### src/rtl/mem_access_ctrl_pkg.sv
// mem_access_ctrl_pkg: shared state encodings and constants for the memory access controller
package mem_access_ctrl_pkg;
  localparam int MAC_ADDR_W = 26;
  localparam int MAC_DATA_W = 32;
  localparam int MAC_CNT_W = 8;
  localparam logic MAC_FILL_BIT = 1'b1;
  typedef enum logic [1:0] {
    MAC_IDLE   = 2'd0,
    MAC_ACCESS = 2'd1,
    MAC_DONE   = 2'd2
  } mac_state_t;
endpackage

### src/rtl/mac_wait_counter.sv
// mac_wait_counter: 8-bit access-cycle counter with minimum-wait and timeout compares
module mac_wait_counter
  import mem_access_ctrl_pkg::*;
#(
  parameter int MIN_WAIT = 1,
  parameter int TIMEOUT  = 15
) (
  input  logic clk,
  input  logic rst_n,
  input  logic clr,
  input  logic en,
  output logic min_met,
  output logic expired
);
  logic [MAC_CNT_W-1:0] cnt;
  // counts ACCESS cycles; the exit at TIMEOUT (<=255) keeps it from wrapping
  always_ff @(posedge clk or negedge rst_n)
    if (!rst_n) cnt <= '0;
    else if (clr) cnt <= '0;
    else if (en) cnt <= cnt + MAC_CNT_W'(1);
  assign min_met = cnt >= MAC_CNT_W'(MIN_WAIT);
  assign expired = cnt == MAC_CNT_W'(TIMEOUT);
endmodule

### src/rtl/mem_access_ctrl.sv
// mem_access_ctrl: turns READ/WRITE level strobes into a bounded memory access with a READY handshake
module mem_access_ctrl
  import mem_access_ctrl_pkg::*;
#(
  parameter int ADDR_WIDTH = MAC_ADDR_W,
  parameter int DATA_WIDTH = MAC_DATA_W,
  parameter int MIN_WAIT   = 1,
  parameter int TIMEOUT    = 15
) (
  input  logic                  CLK,
  input  logic                  RST,
  input  logic                  READ,
  input  logic                  WRITE,
  input  logic [ADDR_WIDTH-1:0] ADDR,
  input  logic [DATA_WIDTH-1:0] DATA_W,
  output logic [DATA_WIDTH-1:0] DATA_R,
  output logic                  READY,
  output logic                  BUSY,
  output logic                  ERR,
  output logic [ADDR_WIDTH-1:0] MEM_ADDR,
  output logic [DATA_WIDTH-1:0] MEM_WDATA,
  input  logic [DATA_WIDTH-1:0] MEM_RDATA,
  output logic                  MEM_CS,
  output logic                  MEM_WE,
  input  logic                  MEM_ACK
);
  mac_state_t state, state_d;
  logic min_met, expired, ack_ok, finish;
  logic req_one, req_both, req_none;
  assign req_one  = READ ^ WRITE;
  assign req_both = READ & WRITE;
  assign req_none = ~(READ | WRITE);
  assign ack_ok   = MEM_ACK & min_met;
  assign finish   = ack_ok | expired;
  mac_wait_counter #(.MIN_WAIT(MIN_WAIT), .TIMEOUT(TIMEOUT)) u_wait (
    .clk    (CLK),
    .rst_n  (RST),
    .clr    (state == MAC_IDLE),
    .en     (state == MAC_ACCESS),
    .min_met(min_met),
    .expired(expired)
  );
  // next state: completion or timeout both leave ACCESS; release needs both strobes low
  always_comb begin
    state_d = state == MAC_IDLE   ? (req_one ? MAC_ACCESS : req_both ? MAC_DONE : MAC_IDLE) :
              state == MAC_ACCESS ? (finish ? MAC_DONE : MAC_ACCESS) :
              state == MAC_DONE   ? (req_none ? MAC_IDLE : MAC_DONE) : MAC_IDLE;
  end
  // state register
  always_ff @(posedge CLK or negedge RST)
    if (!RST) state <= MAC_IDLE;
    else state <= state_d;
  // datapath; MEM_WE doubles as the latched op, so a read is MEM_WE=0 while in ACCESS
  always_ff @(posedge CLK or negedge RST)
    if (!RST) begin
      DATA_R    <= '0;
      READY     <= 1'b0;
      BUSY      <= 1'b0;
      ERR       <= 1'b0;
      MEM_ADDR  <= '0;
      MEM_WDATA <= '0;
      MEM_CS    <= 1'b0;
      MEM_WE    <= 1'b0;
    end else begin
      if (state == MAC_IDLE && req_one) begin
        MEM_ADDR  <= ADDR;
        MEM_WDATA <= DATA_W;
        MEM_CS    <= 1'b1;
        MEM_WE    <= WRITE;
        BUSY      <= 1'b1;
      end
      if (state == MAC_IDLE && req_both) begin
        READY <= 1'b1;
        ERR   <= 1'b1;
      end
      if (state == MAC_ACCESS && finish) begin
        if (!MEM_WE) DATA_R <= ack_ok ? MEM_RDATA : {DATA_WIDTH{MAC_FILL_BIT}};
        READY  <= 1'b1;
        ERR    <= ~ack_ok;
        MEM_CS <= 1'b0;
        MEM_WE <= 1'b0;
        BUSY   <= 1'b0;
      end
      if (state == MAC_DONE && req_none) begin
        READY <= 1'b0;
        ERR   <= 1'b0;
      end
    end
endmodule
### config.mk
export PLATFORM = sky130hd
export DESIGN_NAME = mem_access_ctrl
export DESIGN_NICKNAME = d
export VERILOG_FILES = /design/src/rtl/mem_access_ctrl_pkg.sv /design/src/rtl/mac_wait_counter.sv /design/src/rtl/mem_access_ctrl.sv
export SDC_FILE = /design/constraint.sdc
export NUM_CORES = 1
export LEC_CHECK = 0
export ABC_AREA = 1
export CAP_MARGIN = 15
export CORE_MARGIN = 2
export CORE_UTILIZATION = 39
export CTS_CLUSTER_SIZE = 28
export DETAILED_ROUTE_END_ITERATION = 8
export GPL_TIMING_DRIVEN = 1
export PLACE_DENSITY = 0.82
export SLEW_MARGIN = 20
export SYNTH_ARGS = -nofsm -noshare
export SYNTH_HDL_FRONTEND = slang
export SYNTH_SLANG_ARGS = --single-unit
### constraint.sdc
create_clock -name CLK -period 1.4 [get_ports CLK]
set_input_delay 0.14 -clock CLK [delete_from_list [all_inputs] [get_ports CLK]]
set_output_delay 0.14 -clock CLK [all_outputs]
set_load 0.005 [all_outputs]
* After elaboration in Yosys (flattened, before gate mapping)
Index checks and enable logic that the tools add are counted.
Storage, ports and cells: bits of input ports 95, word-level logic and storage cells 50, output and inout port bits 95, register bits after elaboration 104
Operators by class: add/subtract/negate cells 1, order comparisons 1, bitwise logic cells 8, reduce and logical (&&, ||, !) cells 9, equality and inequality tests 3, mux-type cells 19
Operator list (number):
- $mux 32 | 1
- $mux 8 | 2
- $mux 2 | 7
- $mux 1 | 9
- $add 8x1->8 const B | 1
- $eq 8x4->1 const B | 1
- $ge 8x1->1 const B | 1
- $logic_and 1x1->1 | 4
- $reduce_bool 2->1 | 2
- $not 1->1 | 3
- $reduce_bool 3->1 | 1
- $and 1x1->1 | 2
- $eq 2x1->1 const B | 1
- $eq 2x2->1 const B | 1
- $logic_not 2->1 | 1
- $or 1x1->1 | 2
- $reduce_and 2->1 | 1
- $xor 1x1->1 | 1

* Logic depth before layout (Yosys ltp)
Gate-level depths: netlist (run 1).
depth after elaboration 6, depth in mapped cells 12, depth with buffers taken out 12

* Hierarchy
From an unflattened synthesis (run 1), not the netlist that was laid out.
Second synthesis, totals: cell total of the unflattened synthesis 488, area, all modules 4416.7 µm²
By module, submodules not included:
- mem_access_ctrl | instances 1, area an instance 3936.3 µm², seq. area each 2402.3 µm², cells an instance 425
- mac_wait_counter | instances 1, area an instance 480.5 µm², seq. area each 200.2 µm², cells an instance 63

* Least setup slack after synthesis (run 1)
No wires, ideal clock.
path type register to register, start point register u_wait.cnt[0], end point register READY, buffers on the path 0, setup slack -0.060 ns, data arrival time 1.344 ns, stages on the path, launching flop included 12, library setup time 0.117 ns, required time 1.283 ns, period minus slack after synthesis 1.460 ns, cell sequence dfrtp_1 > inv_1 > ha_1 > nand2_1 > nor2_1 > nand2_2 > nand2_2 > nand2_4 > nand2_1 > nand2_1 > nand2_1 > nand2_1
On the way: longest elaborated chain between the ends 6, elaborated cells on any way between the ends 8, classes of those cells 1 x order compare; 1 x eq/ne; 2 x mux; 2 x bitwise; 2 x reduce/logical
RTL lines:
- start: declaration | line mac_wait_counter.sv:15 | logic [MAC_CNT_W-1:0] cnt;
- start signal: assignment | line mac_wait_counter.sv:20 | else if (en) cnt <= cnt + MAC_CNT_W'(1);
- $ge 8x1->1 | line mac_wait_counter.sv:21 | assign min_met = cnt >= MAC_CNT_W'(MIN_WAIT);
- $and 1x1->1 | line mem_access_ctrl.sv:33 | assign ack_ok = MEM_ACK & min_met;
- $or 1x1->1 * | line mem_access_ctrl.sv:34 | assign finish = ack_ok | expired;
- $logic_and 1x1->1 * | line mem_access_ctrl.sv:76 | if (state == MAC_ACCESS && finish) begin
- $mux 1 | line mem_access_ctrl.sv:76
- $mux 1 | line mem_access_ctrl.sv:84 | if (state == MAC_DONE && req_none) begin
- end signal: assignment | line mem_access_ctrl.sv:73 | READY <= 1'b1;
- end signal: assignment | line mem_access_ctrl.sv:78 | READY <= 1'b1;
- end signal: assignment | line mem_access_ctrl.sv:85 | READY <= 1'b0;
- end: declaration | line mem_access_ctrl.sv:17 | output logic READY,
Every way passes the cells marked *; elsewhere a longest branch is shown, timed or not. A chain may end at the register's enable or synchronous reset.

* Worst setup path in the final report (run 1)
start point register u_wait.cnt[1], end point register DATA_R[23]
On the way: longest elaborated chain between the ends 5, elaborated cells on any way between the ends 7, classes of those cells 1 x order compare; 1 x eq/ne; 1 x mux; 2 x bitwise; 2 x reduce/logical
RTL lines:
- $ge 8x1->1 | line mac_wait_counter.sv:21
- $and 1x1->1 | line mem_access_ctrl.sv:33
- $or 1x1->1 | line mem_access_ctrl.sv:34
- $logic_and 1x1->1 | line mem_access_ctrl.sv:76
- $reduce_and 2->1 (no source line)
- end signal: assignment | line mem_access_ctrl.sv:77 | if (!MEM_WE) DATA_R <= ack_ok ? MEM_RDATA : {DATA_WIDTH{MAC_FILL_BIT}};
- end: declaration | line mem_access_ctrl.sv:16 | output logic [DATA_WIDTH-1:0] DATA_R,
Parallel ways exist; a longest one is shown, timed or not.

==> qor.yml, run 1 <==
worst_pin_slew_ps: 508
reg2reg_depth: 12
cts_sinks: 104
die_area_um2: 12600
slew_viol_final: 0
num_io_pins: 190
track_usage_pct: 21.1
seqPwrFrac_pct: 32.7
hold_class: "input port to async pin"
switchingPower_mw: 6.01
rsz0062_at_grt: "true"
slew_headroom_pct: 66.0
power.share.switching_pct: 37.0
start_util_pct: 40.0
final_common_cell: "nand2_1"
wl_per_cell_um: 16.3
grt_pass1_wl_um: 21800
cellInternalPower_mw: 10.2
timing.rr.start: "u_wait.cnt[1]$_DFFE_PN0P_"
die_y_um: 112
vdd_drop_max_uv: 1280
grt_max_degree: 50
ys_ff_latch: 104
port_buffers: 189
drt_wl_total_um: 14700
areaGrowthSynthToFinish_pct: 68.2
fmax_mhz: 600
max_cap_viol_count: 0
clkTransAtPathRegs_ps: 70
layout_min_cycle_time_ps: 1670
place_congestion: 0.843
clockBufferDepth: 2
p_comb_share_pct: 52.3
crit_fanout: 8
n_antenna_cell: 0
criticalPathCategory: "flip-flop to flip-flop"
arrival_ps: 1900
drive_gt1_share_pct: 15.5
syn_area_per_cell_um2: 8.58
violations: "setup timing"
path_cells: "inv_2, ha_4, inv_2, nand2_2, nor2_2, nand2_2, nand2_4, nand2_8, buf_6, nand3_4, nand2_1, nand2_1"
yosysWarnings: 0
critPathSlowestCell: "dfrtp_1"
setup_violations: 39
clock-root-buffer: "clkbuf_16"
period_share_pct: 119
slowest_delay_ps: 420
path_depth: 12
final-hold-violation-count: 0
yosysUniqueCellTypes: 22
layout.nets: 856
path_delay_family: "simple AND/OR/NAND/NOR gates"
power_frac_clock_pct: 15.0
end_kind: "flip-flop"
cts_htree_levels: 3
antenna_found_initial: 0
required_ps: 1630
cp_num_buf_inv: 3
netlist_area_um2: 4580
leakage_nw: 3.83
critPathLaunchType: "flip-flop"
core_area_um2: 11500
crit_start: "u_wait.cnt[1]$_DFFE_PN0P_"
fin_skew_ps: 8.38
synthCells: 534
cts_tree: "yes"
dr_total_vias: 4626
via_per_inst: 5.12
fp.dieW_um: 112
rows: 39
dp_hpwl_um: 8890
ys_seq_area_share_pct: 56.8
power.density_nw_per_um2: 2110
cts-buffers-inserted: 9
status: "finished with violations"
n_fill_cell: 852
synthesis.nets: 635
p_total_mw: 16.2
grt_overflow: 0
dr.pass1.iters: 5
finalWorstSetupSlack_ps: -267
drt_iter0_markers: 435
drcViolationCount: 0
drtAntennaViolNets: 0
grt_pass1_vias: 4557
clk_latency_ps: 340
whs_ps: 272
final_cell_mix: "nand2_1 (245), clkdlybuf4s50_1 (166), dfrtp_1 (102)"
## repair_timing
action	CTS	global route
gates cloned	5	8
hold endpoints to repair	24	0
setup endpoints to repair	87	85
buffers inserted	6	9
hold buffers	1	0
pin swaps	10	26
gates resized for setup	19	69
## through the flow
stage	setup WS [ps]	std cells	utilization (%)	setup TNS, ps	cell area (um2)
finish	-267	903	67.2	-8390	7710
global route	-325	903	67.2	-11330	7710
CTS	-197	888	63.2	-6630	7250
detailed placement	-301	860	59.1	-23470	6780
global placement	-243	860	59.1	-21320	6780
floorplan	-24.7	534	-	-741	4600
## synth_stat cells
| master | count | area share, % |
|---|---|---|
| nand3_1 | 7 | 0.76 |
| inv_2 | 5 | 0.41 |
| nand3b_1 | 32 | 5.2 |
| nor2_4 | 2 | 0.49 |
| nand2_1 | 266 | 22 |
| nor2_1 | 8 | 0.66 |
| nand2_4 | 1 | 0.25 |
| nand4_1 | 33 | 4.5 |
| nand2_2 | 3 | 0.41 |
| clkbuf_1 | 10 | 0.82 |
| nor2_2 | 1 | 0.14 |
| o21a_1 | 1 | 0.16 |
| buf_2 | 19 | 2.1 |
| a21oi_1 | 4 | 0.44 |
| nand3_2 | 1 | 0.22 |
| o211ai_1 | 1 | 0.16 |
| nor3_1 | 3 | 0.33 |
| o21ai_0 | 7 | 0.76 |
| inv_1 | 16 | 1.3 |
| dfrtp_1 | 104 | 57 |
| ha_1 | 6 | 1.6 |
| buf_4 | 4 | 0.66 |
## worst register-to-register path, cell delays in order, from the launching register on
cell and delay [ps]:
dfrtp_1 420, inv_2 130, ha_4 140, inv_2 30
nand2_2 50, nor2_2 40, nand2_2 110, nand2_4 90
nand2_8 100, buf_6 110, nand3_4 160, nand2_1 120
nand2_1 60
## final timing paths
path	to	slack, ps
max	DATA_R[23]$_DFFE_PN0P_	-270
min	DATA_R[30]$_DFFE_PN0P_	270
max reg2reg	DATA_R[23]$_DFFE_PN0P_	-270
min reg2reg	u_wait.cnt[6]$_DFFE_PN0P_	460
max in group asynchronous	u_wait.cnt[0]$_DFFE_PN0P_	580
min in group CLK	MEM_WDATA[0]$_DFFE_PN0P_	320
## cell families after synthesis
group | share of synthesized area [%]
simple gates | 34.8
flops | 56.8
buf+inv | 5.27
compound gates | 1.53
fa+ha+maj | 1.64
## power groups by stage
stage | logic, mW | registers (mW) | clock network (mW)
after global routing | 9.17 | 5.46 | 2.63
final | 8.49 | 5.31 | 2.44
after detailed placement | 6.99 | 5.27 | 0
after global placement | 6.76 | 5.25 | 0
after CTS | 7.52 | 5.27 | 2.48
after floorplan | 2.93 | 5.27 | 0
## sequential cells by signal, indices dropped and copies added, names as in the netlist
signal      flops
MEM_WDATA      32
u_wait.cnt      8
MEM_CS          1
ERR             1
MEM_WE          1
READY           1
DATA_R         32
MEM_ADDR       26
state           2
## layer usage
metal	vias to the layer above	GRT usage [%]	wire, um
met1	2192	26.7	5990
li1	2147	-	-
met5	-	0	0
met3	37	5.78	1210
met2	250	34.0	7160
met4	0	9.19	367
## area by class of cell
cell class	instances	area [um2]	area share (%)
inverters	21	93.8	1.22
clock inverters	6	51.3	0.666
repair buffers	239	2580	33.5
well taps	143	179	2.32
clock buffers	10	239	3.10
flip-flops and latches	104	2610	33.8
multi-input cells	380	1960	25.4
No activity file was read; power rests on OpenSTA's default activity.
==> run 2, diff against run 1 <==
--- a/config.mk
+++ b/config.mk
@@ -8,11 +8,12 @@
 export ABC_AREA = 1
 export CAP_MARGIN = 15
 export CORE_MARGIN = 2
-export CORE_UTILIZATION = 39
+export CORE_UTILIZATION = 45
+export CTS_CLUSTER_DIAMETER = 80
 export CTS_CLUSTER_SIZE = 28
 export DETAILED_ROUTE_END_ITERATION = 8
 export GPL_TIMING_DRIVEN = 1
-export PLACE_DENSITY = 0.82
+export PLACE_DENSITY = 0.89
 export SLEW_MARGIN = 20
 export SYNTH_ARGS = -nofsm -noshare
 export SYNTH_HDL_FRONTEND = slang
==> constraint.sdc (replaced) <==
create_clock -name CLK -period 2 [get_ports CLK]
set_input_delay 0.2 -clock CLK [delete_from_list [all_inputs] [get_ports CLK]]
set_output_delay 0.2 -clock CLK [all_outputs]
set_load 0.005 [all_outputs]
==> run 2 against run 1 <==
Critical path type unchanged. Final cell count is 5.6% lower. Die area is 13% lower. The flow now finishes without violations. First-iteration DRC count down 38%. Clock power is 51% lower. Core utilization is 1.8 points higher. Sequential power down 31%.
==> qor.yml, run 2 (synthesis gave the netlist of run 1 again) <==
drtAntennaViolNets: 0  # unchanged
wl_per_cell_um: 14.5  # -11%
core_area_um2: 9820  # -14%
place_ws_ps: 170  # +470 ps
drt_iter0_markers: 268  # -38%
grt_overflow: 0  # unchanged
arrival_ps: 2090  # +190 ps
rows: 36  # -7.7%
layout_min_cycle_time_ps: 1800  # +137 ps
rsz0062_at_grt: "false"
dp_hpwl_um: 8940  # +0.64%
required_ps: 2290  # +660 ps
layout.nets: 815  # -4.8%
drive_gt1_share_pct: 5.70  # -9.8 points
die_area_um2: 11000  # -13%
postPlaceCellArea_um2: 6590  # -2.7%
n_antenna_cell: 0  # unchanged
place_congestion: 0.878  # +4.1%
worst_pin_slew_ps: 559  # +51.0 ps
hold_depth: 3
hp-start: "DATA_W[3]"
clkTransAtPathRegs_ps: 110  # +40 ps
dr.pass1.iters: 4  # -1
clock-root-buffer: "clkbuf_8"
whs_ps: 363  # +90.8 ps
leakage_nw: 3.25  # -15%
status: "finished clean"
criticalPathCategory: "flip-flop to flip-flop"
timing.rr.start: "u_wait.cnt[0]$_DFFE_PN0P_"
reg2reg_depth: 11  # -1
hold_buffers: 1  # unchanged
grt_pass1_wl_um: 20300  # -6.8%
crit_start: "u_wait.cnt[0]$_DFFE_PN0P_"
grt_pass1_vias: 4173  # -8.4%
clockBufferDepth: 2  # unchanged
cts_sinks: 104  # unchanged
via_per_inst: 5.03  # -1.9%
hold_class: "input port to flip-flop"
grt_max_degree: 105  # +110%
crit_fanout: 32  # +24
power.density_nw_per_um2: 1410  # -33%
drt_wl_total_um: 12400  # -16%
num_io_pins: 190  # unchanged
fin_area_um2: 6780  # -12%
fin_util_pct: 69.0  # +1.8 points
end_kind: "flip-flop"
slew_viol_final: 0  # unchanged
port_buffers: 189  # unchanged
drcViolationCount: 0  # unchanged
top_regs: "DATA_R x32, MEM_WDATA x32, MEM_ADDR x26"
die_y_um: 105  # -6.7%
tns_ps: 0  # +8390 ps
vdd_drop_max_uv: 784  # -39%
clk_latency_ps: 360  # +20 ps
cts_htree_levels: 3  # unchanged
fmax_mhz: 554  # -7.6%
final_cell_mix: "nand2_1 (266), clkdlybuf4s50_1 (188), dfrtp_1 (104)"
max_cap_viol_count: 0  # unchanged
period_share_pct: 90.2  # -29 points
setup_violations: 0  # -100%
slew_headroom_pct: 62.7  # -3.3 points
start_util_pct: 46.7  # +6.7 points
areaGrowthSynthToFinish_pct: 47.9
cts-buffers-inserted: 9  # unchanged
cts_setup_buffers: 0  # -6
cts_tree: "yes"
postCtsResizedCells: 0  # -19
fp.dieW_um: 105  # -6.7%
antenna_found_initial: 0  # unchanged
dr_total_vias: 4282  # -7.4%
critPathLaunchType: "flip-flop"
finalWorstSetupSlack_ps: 196  # +463 ps
final_common_cell: "nand2_1"
final-hold-violation-count: 0  # unchanged
fin_skew_ps: 12.1  # +3.68 ps
track_usage_pct: 22.8  # +1.7 points
[run 2: changes by cell type in the layout (fill, tap and decap cells not counted), moves of 5 or more]
cell / change
clkbuf_16: -15
nand2_2: -17
buf_12: -5
clkbuf_8: +8
dlymetal6s2s_1: -21
buf_4: -15
buf_6: -6
nand2_1: +21
clkdlybuf4s50_1: +22
[run 2: worst max-delay path, stage by stage, from the launching register on]
cell     delay (ps)
dfrtp_1         420
inv_1           140
ha_1            160
nand2_1          50
nor2_1          130
nand2_2          80
nand2_2          70
nand2_4         100
nand3_2          80
buf_4           310
nand2_1          80
nand2_1         100
[run 2: where the power goes]
| part | switching, mW | internal (mW) | total [mW] | leakage, nW |
|---|---|---|---|---|
| clock network | 0.733 | 0.471 | 1.20 | 0.0814 |
| registers | 0.610 | 3.08 | 3.69 | 1.29 |
| logic | 2.23 | 2.46 | 4.69 | 1.88 |
[run 2: worst paths after layout]
kind	to	slack, ps
worst max-delay path	DATA_R[28]$_DFFE_PN0P_	200
worst min-delay path	MEM_WDATA[3]$_DFFE_PN0P_	360
worst max register to register	DATA_R[28]$_DFFE_PN0P_	200
worst min register to register	u_wait.cnt[6]$_DFFE_PN0P_	480
max in group asynchronous	DATA_R[15]$_DFFE_PN0P_	1120
min in group asynchronous	DATA_R[22]$_DFFE_PN0P_	430
[run 2: metrics by stage]
| stage | total power [mW] | cells |
|---|---|---|
| 2_1_floorplan | 5.71 | 534 |
| 3_3_place_gp | 8.20 | 835 |
| 3_5_place_dp | 8.42 | 835 |
| 4_1_cts | 9.66 | 852 |
| 5_1_grt | 10.3 | 852 |
| 6_report | 9.58 | 852 |
[run 2: layer usage]
layer / part of all wire (%) / track usage (%) / vias to the layer above
li1: - / - / 2047
met1: 42 / 28.5 / 2022
met2: 48 / 38.3 / 194
met3: 8.9 / 6.74 / 19
met4: 1.4 / 6.76 / 0
met5: 0 / 0 / -
[run 2: cell type report]
cell class	instances	area, um2
Fill cell	761	3040
Sequential cell	104	2600
Timing Repair Buffer	202	2010
Multi-Input combinational cell	376	1740
Tap cell	133	166
Clock buffer	10	128
Inverter	21	78.8
Clock inverter	6	51.3
